$ cat src/rtl/spi_reg_master.sv
// SPI register master (CPOL=0, CPHA=1, MSB first). A write frame is 16 SCLK periods and a read frame is 24; done pulses on entering GAP.
// There is no backpressure: start is taken only in IDLE. Defining SPI_REG_MASTER_ABORT_EN adds the abort/aborted ports.
module spi_reg_master #(
  parameter int HALF_DIV = 4
) (
  input  logic       clk,
  input  logic       rst,
  input  logic       start,
  input  logic       rw,
  input  logic [6:0] addr,
  input  logic [7:0] wdata,
  output logic       busy,
  output logic       done,
  output logic [7:0] rdata,
  output logic       sclk,
  output logic       mosi,
  input  logic       miso,
  output logic       cs
`ifdef SPI_REG_MASTER_ABORT_EN
  ,
  input  logic       abort,
  output logic       aborted
`endif
);

  typedef enum logic [2:0] {IDLE, SETUP, SHIFT_HI, SHIFT_LO, GAP} state_t;

  localparam logic [7:0] DIV_LAST = 8'(HALF_DIV - 1);

  state_t      state_q, state_d;
  logic [7:0]  div_cnt;
  logic [4:0]  bit_cnt;
  logic        rw_q;
  logic [15:0] tx_q;
  logic [7:0]  rx_q;
  logic        div_last;
  logic        last_bit;
  logic        abort_hit;

  assign div_last = (div_cnt == DIV_LAST);
  assign last_bit = (bit_cnt == (rw_q ? 5'd23 : 5'd15));

`ifdef SPI_REG_MASTER_ABORT_EN
  assign abort_hit = abort && (state_q == SETUP || state_q == SHIFT_HI || state_q == SHIFT_LO);
`else
  assign abort_hit = 1'b0;
`endif

  assign cs   = (state_q == IDLE) || (state_q == GAP);
  assign sclk = (state_q == SHIFT_HI);
  assign busy = (state_q != IDLE);

  always_comb begin
    state_d = state_q;
    case (state_q)
      IDLE:     if (start) state_d = SETUP;
      SETUP:    if (div_last) state_d = SHIFT_HI;
      SHIFT_HI: if (div_last) state_d = SHIFT_LO;
      SHIFT_LO: if (div_last) state_d = last_bit ? GAP : SHIFT_HI;
      GAP:      if (div_last) state_d = IDLE;
      default:  state_d = IDLE;
    endcase
    if (abort_hit) state_d = GAP;
  end

  always_ff @(posedge clk) begin
    if (rst) begin
      state_q <= IDLE;
      div_cnt <= '0;
      bit_cnt <= '0;
      rw_q    <= 1'b0;
      tx_q    <= '0;
      rx_q    <= '0;
      rdata   <= '0;
      mosi    <= 1'b0;
      done    <= 1'b0;
    end else begin
      state_q <= state_d;
      div_cnt <= (state_d != state_q || state_q == IDLE) ? 8'd0 : div_cnt + 8'd1;
      done    <= (state_q == SHIFT_LO) && (state_d == GAP) && !abort_hit;

      if (state_q == IDLE && start) begin
        rw_q    <= rw;
        // Read frames send zeros after the command byte, so wdata is not loaded.
        tx_q    <= {rw, addr, rw ? 8'h00 : wdata};
        bit_cnt <= '0;
        rx_q    <= '0;
      end

      if (state_d == SHIFT_HI && state_q != SHIFT_HI) begin
        mosi <= tx_q[15];
        tx_q <= {tx_q[14:0], 1'b0};
      end else if (state_d == GAP || state_d == IDLE) begin
        mosi <= 1'b0;
      end

      // miso is sampled on the edge where sclk falls.
      if (state_q == SHIFT_HI && state_d == SHIFT_LO) begin
        rx_q <= {rx_q[6:0], miso};
        if (rw_q && bit_cnt == 5'd23) rdata <= {rx_q[6:0], miso};
      end

      if (state_q == SHIFT_LO && div_last) bit_cnt <= bit_cnt + 5'd1;
    end
  end

`ifdef SPI_REG_MASTER_ABORT_EN
  always_ff @(posedge clk) begin
    if (rst) aborted <= 1'b0;
    else     aborted <= abort_hit;
  end
`endif

endmodule

$ cat config.mk
export PLATFORM = sky130hd
export DESIGN_NAME = spi_reg_master
export DESIGN_NICKNAME = d
export VERILOG_FILES = /design/src/rtl/spi_reg_master.sv
export SDC_FILE = /design/constraint.sdc
export NUM_CORES = 1
export LEC_CHECK = 0
export CORE_MARGIN = 2
export CORE_UTILIZATION = 35
export CTS_CLUSTER_DIAMETER = 80
export DETAILED_ROUTE_END_ITERATION = 8
export PLACE_DENSITY = 0.55
export SLEW_MARGIN = 20
export SYNTH_ARGS = -nofsm -noshare
export SYNTH_HDL_FRONTEND = slang
export SYNTH_SLANG_ARGS = --single-unit
export TNS_END_PERCENT = 30
$ cat constraint.sdc
create_clock -name clk -period 2 [get_ports clk]
set_input_delay 0.4 -clock clk [delete_from_list [all_inputs] [get_ports clk]]
set_output_delay 0.4 -clock clk [all_outputs]
set_load 0.05 [all_outputs]
Yosys cells after proc, flatten, opt, wreduce, memory -nomap -nowiden
Cells that the tools add are included.
{"block": "totals", "reg_bits": 50, "wordCells": 60, "input_bits": 20, "output_inout_bits": 13}
{"block": "classes", "n_eq_ne": 12, "n_reduce_logical": 19, "mux": 17, "addsub": 2}
{"operator": "16-bit two-way mux", "count": 2}
{"operator": "3-bit two-way mux", "count": 6}
{"operator": "5-bit two-way mux", "count": 3}
{"operator": "3-bit case mux with 5 select lines", "count": 1}
{"operator": "7-bit two-way mux", "count": 2}
{"operator": "3-bit by 2-bit equality test with 1-bit output, second input constant", "count": 4}
{"operator": "8-bit by 1-bit adder with 8-bit output, second input constant", "count": 1}
{"operator": "8-bit by 2-bit equality test with 1-bit output, second input constant", "count": 1}
{"operator": "8-bit two-way mux", "count": 1}
{"operator": "2-bit nonzero test", "count": 4}
{"operator": "3-bit equality test, second input constant", "count": 2}
{"operator": "1-bit logical AND", "count": 6}
{"operator": "3-bit zero test", "count": 2}
{"operator": "5-bit by 1-bit adder with 5-bit output, second input constant", "count": 1}
{"operator": "5-bit equality test", "count": 1}
{"operator": "5-bit equality test, second input constant", "count": 1}
{"operator": "2-bit OR reduction", "count": 2}
{"operator": "3-bit by 1-bit equality test with 1-bit output, second input constant", "count": 1}
{"operator": "1-bit logical OR", "count": 3}
{"operator": "3-bit by 2-bit inequality test with 1-bit output, second input constant", "count": 1}
{"operator": "3-bit inequality test", "count": 1}
{"operator": "3-bit nonzero test", "count": 1}
{"operator": "1-bit two-way mux", "count": 2}
{"operator": "2-bit AND reduction", "count": 1}

Longest topological paths before layout
{"block": "logic_depth", "depth_word": 9, "depth_mapped": 7, "depth_no_buf": 5}

Worst setup path before layout
OpenSTA, ideal clock, no wires.
{"block": "synth_path", "kind": "reg2reg", "startpoint": "register state_q[0]", "endpoint": "register rx_q[0]", "setup_time_ps": 60, "arrival_time_ps": 2748, "path_slack_ps": -808, "required_time_ps": 1940, "synth_period_minus_slack_ps": 2808, "stages_incl_launch_ff": 6, "n_path_buf": 1, "cell_sequence": "dfxtp_1 -> clkbuf_1 -> nor3b_1 -> nand3_1 -> nor2_1 -> a22o_1"}
{"block": "synth_via", "elab_chain_cells": 5, "word_cells_on_any_way": 16, "classes_between": "eq/ne: 5; mux: 7; reduce/logical: 4"}
{"element": "from (decl)", "line_no": "30", "rtl": "state_t state_q, state_d;"}
{"element": "from (signal assigned)", "line_no": "78", "rtl": "state_q <= state_d;"}
{"element": "3-bit by 2-bit equality test with 1-bit output (*)"}
{"element": "net sclk", "line_no": "15", "rtl": "output logic sclk,"}
{"element": "3-bit case mux with 5 select lines", "line_no": "55", "rtl": "case (state_q)"}
{"element": "3-bit by 2-bit equality test with 1-bit output", "line_no": "98", "rtl": "if (state_q == SHIFT_HI && state_d == SHIFT_LO) begin"}
{"element": "1-bit logical AND (*)", "line_no": "98"}
{"element": "7-bit two-way mux / 2-bit nonzero test (equally long branches)"}
{"element": "to (signal assigned)", "line_no": "99", "rtl": "rx_q <= {rx_q[6:0], miso};"}
{"element": "to (decl)", "line_no": "35", "rtl": "logic [7:0] rx_q;"}
The timed path passes the listed nets; every way through them passes the cells marked *.
A chain may end at the register's enable or synchronous reset.

Worst setup path after layout
{"block": "layout_path", "startpoint": "register bit_cnt[3]", "endpoint": "register tx_q[11]"}
{"block": "layout_via", "elab_chain_cells": 7, "word_cells_on_any_way": 8, "classes_between": "eq/ne: 2; mux: 4; reduce/logical: 2"}
{"element": "from (decl)", "line_no": "32", "rtl": "logic [4:0] bit_cnt;"}
{"element": "from (signal assigned)", "line_no": "103", "rtl": "if (state_q == SHIFT_LO && div_last) bit_cnt <= bit_cnt + 5'd1;"}
{"element": "5-bit equality test (*)", "line_no": "41", "rtl": "assign last_bit = (bit_cnt == (rw_q ? 5'd23 : 5'd15));"}
{"element": "3-bit two-way mux (*) (2 in series)", "line_no": "59", "rtl": "SHIFT_LO: if (div_last) state_d = last_bit ? GAP : SHIFT_HI;"}
{"element": "3-bit case mux with 5 select lines (*)", "line_no": "55"}
{"element": "3-bit by 2-bit equality test with 1-bit output (*)", "line_no": "90", "rtl": "if (state_d == SHIFT_HI && state_q != SHIFT_HI) begin"}
{"element": "1-bit logical AND (*)", "line_no": "90"}
{"element": "16-bit two-way mux / 2-bit nonzero test (equally long branches)"}
{"element": "to (signal assigned)", "line_no": "85", "rtl": "tx_q <= {rw, addr, rw ? 8'h00 : wdata};"}
{"element": "to (signal assigned)", "line_no": "92", "rtl": "tx_q <= {tx_q[14:0], 1'b0};"}
{"element": "to (decl)", "line_no": "34", "rtl": "logic [15:0] tx_q;"}
Every way passes the cells marked *; elsewhere a longest branch is shown, timed or not.

==> flow_metrics.tcl <==
set metrics [dict create \
    placed_cells 380 \
    avgRoutedWirePerCell_um 13.70 \
    maxCapViolCount 0 \
    stdcell_area_sq_um 3028 \
    async_flop_share_pct 0 \
    grt_max_degree 30 \
    syn_area_sq_um 2238 \
    synth_most_common_cell "dfxtp_1" \
    cts.sinks 50 \
    worstPathMaxFanout 7 \
    clk_path_buf_depth 2 \
    power_frac_seq_pct 49.4 \
    synth_edf_count 0 \
    rsz0062_at_grt "true" \
    slew_violations 0 \
    grt_pass1_wl_um 8838 \
    run_status "finished clean" \
    ctsResizeCount 0 \
    cts_buffers 5 \
    synth-seq-area-share_pct 44.72 \
    drc 0 \
    hold_path.class "register to register" \
    synth_ff_type "dfxtp_1" \
    switching_share_pct 21.12 \
    cts_max_level 2 \
    critPathKind "register to register" \
    crit_slowest_cell "o21ai_0" \
    dpl_cell_area_sq_um 2829 \
    yosysTopAreaCellShare_pct 44.72 \
    grt_pass1_vias 1900 \
    ioPinCount 33 \
    p_int_w 0.001640 \
    dpl.hpwl_um 3708 \
    path_delay_family "compound AO/OA/AOI/OAI gates" \
    finalSetupTns_ns 0 \
    nets 333 \
    synth_cells 263 \
    path_clk_slew_ns 0.09 \
    setup_violations 0 \
    worstPathBufferInverterCount 1 \
    track_usage_pct 15.23 \
    synth_area_per_cell_sq_um 8.511 \
    reg2reg_depth 5 \
    finalCriticalPeriod_ns 1.939 \
    synthesis.nets 285 \
    die_y_um 83.97 \
    crit_chain "and3b_1 -> o21ai_0 -> nand2_2 -> buf_2 -> a311oi_1" \
    setup_ws_ns 0.06050 \
    ir_drop_mv 0.4188 \
    post-cts-setup-buffers 0 \
    coreArea_sq_um 6277 \
    path_depth 5 \
    finalHoldViolCount 0 \
    critPathCaptureType "register" \
    rrSetupSlack_ns 0.06 \
    synth_seq_cells 50 \
    max_stage_delay_ns 0.58 \
    initial_utilization_pct 35.66 \
    layout-drive-gt1-share_pct 16.67 \
    cp.arrival_ns 2.16 \
    ant_nets 0 \
    drtPass1Iterations 4 \
    rows 29 \
    dp_slack_ns 0.01302 \
    p_switching_w 0.0004391 \
    tightestPinTransition_ns 0.7048 \
    crit_path_start_kind "register" \
    antenna_found_initial 0 \
    p_leak_nw 1.116 \
    ctsHoldBuffers 0 \
    dieArea_sq_um 7051 \
    final_cells 389 \
    yosysTopAreaCell "dfxtp_1" \
    fin_hold_ws_ns 0.4744 \
    p_comb_share_pct 8.5 \
    gp_congestion 0.7850 \
    syn2layout_area_growth_pct 35.27 \
    cp.required_ns 2.22 \
    synth_area_leaders "dfxtp_1, nand2_1, nand3_1, nor2_1, a21oi_1" \
    portBuffers 32 \
    drtIter0Drc 113 \
    cts_tree "built" \
    clock_latency_ns 0.31 \
    vias 2025 \
    cts-root-buf "clkbuf_8" \
    max_freq_mhz 515.6 \
    synth.top_cells.by_count "dfxtp_1, nand2_1, nor2_1" \
    fin_crit_sh_pct 96.97 \
    yosysWarnings 0 \
    n_antenna_cell 0 \
    p_clk_share_pct 42.0 \
    synth.distinct_cells 41 \
    die_w_um 83.97 \
    hold_depth 2 \
    grt_overflow 0 \
    relSlewSlack_pct 52.52 \
    power.density_nw_per_um2 686.6 \
    fin_skew_ns 0.006089 \
    viasPerCell 5.206 \
    wirelength_um 5331 \
]
==> worst reg2reg max path: stages (launching register included) <==
cell and delay [ns]:
dfxtp_1 0.44, and3b_1 0.26, o21ai_0 0.58, nand2_2 0.16, buf_2 0.22, a311oi_1 0.20
==> sequential cells by signal, summed over array words and instances, names as in the netlist <==
register and count:
rw_q 1, bit_cnt 5, state_q 3, div_cnt 8, rx_q 7, mosi 1, rdata 8, tx_q 16
done 1
==> placed cells by master, fill, tap and decap left out, types with 3 or more instances in the layout <==
cell type / instances
a22o_1: 7
dfxtp_1: 48
buf_12: 5
xor2_1: 5
a311oi_1: 5
nor2_1: 23
nand2b_1: 6
nor3_2: 4
nand2_1: 30
a21oi_1: 15
o21ai_0: 11
clkbuf_8: 6
nor3_1: 8
inv_1: 3
a311oi_2: 3
nor3b_1: 3
nand3_1: 22
or3_1: 4
buf_4: 20
o211ai_1: 9
clkdlybuf4s50_1: 29
o21ai_1: 7
and3_1: 4
==> power groups by stage <==
stage | Clock, W | Sequential [W] | Combinational (W)
after floorplan | 0 | 0.00105 | 0.0000834
after global placement | 0 | 0.00105 | 0.000173
after detailed placement | 0 | 0.00105 | 0.000174
after CTS | 0.000893 | 0.00103 | 0.000174
after global routing | 0.000925 | 0.00103 | 0.000192
final | 0.000874 | 0.00103 | 0.000177
==> final cells by class <==
cell class                 instances  area, sq um
fill                             614         3249
multi-input combinational        194         1206
sequential                        50         1003
timing repair buffer              57        568.0
tap                               77        96.34
clock buffer                       6        82.58
clock inverter                     2        60.06
inverter                           3        11.26
==> final timing paths <==
| kind | from | end |
|---|---|---|
| setup reg to reg | bit_cnt[3] | tx_q[11] |
| hold / removal | rdata[3] | rdata[3] |
| setup / recovery | bit_cnt[3] | tx_q[11] |
| hold reg to reg | rdata[3] | rdata[3] |
==> metrics by stage <==
stage / power, W / utilization, %
final: 0.002079 / 48.24
after global routing: 0.002148 / 48.24
after CTS: 0.002094 / 47.34
after detailed placement: 0.001223 / 45.07
after global placement: 0.001222 / 45.07
after floorplan: 0.001130 / -
==> cell families (layout without fill, tap and decap cells) <==
family                     after synthesis  count (layout)  share of synthesized area, %
AOI/OAI and AO/OA                       65              65                         19.12
xor gates and xnor gates                 6               6                         2.348
adders and majority gates                2               2                         1.118
buffers and inverters                   19              68                         3.745
DFF                                     50              50                         44.72
muxes                                    2               2                        0.8944
and+or+nand+nor                        119             119                         28.06
==> routing by layer <==
metal / part of all wire, % / vias to the layer above / track usage (%)
met5: 0 / - / 0
met3: 3.7 / 5 / 3.462
met2: 42 / 39 / 22.55
met4: 1.1 / 0 / 4.399
met1: 53 / 929 / 22.10
li1: - / 1052 / -
No activity file was read; power rests on OpenSTA's default activity.
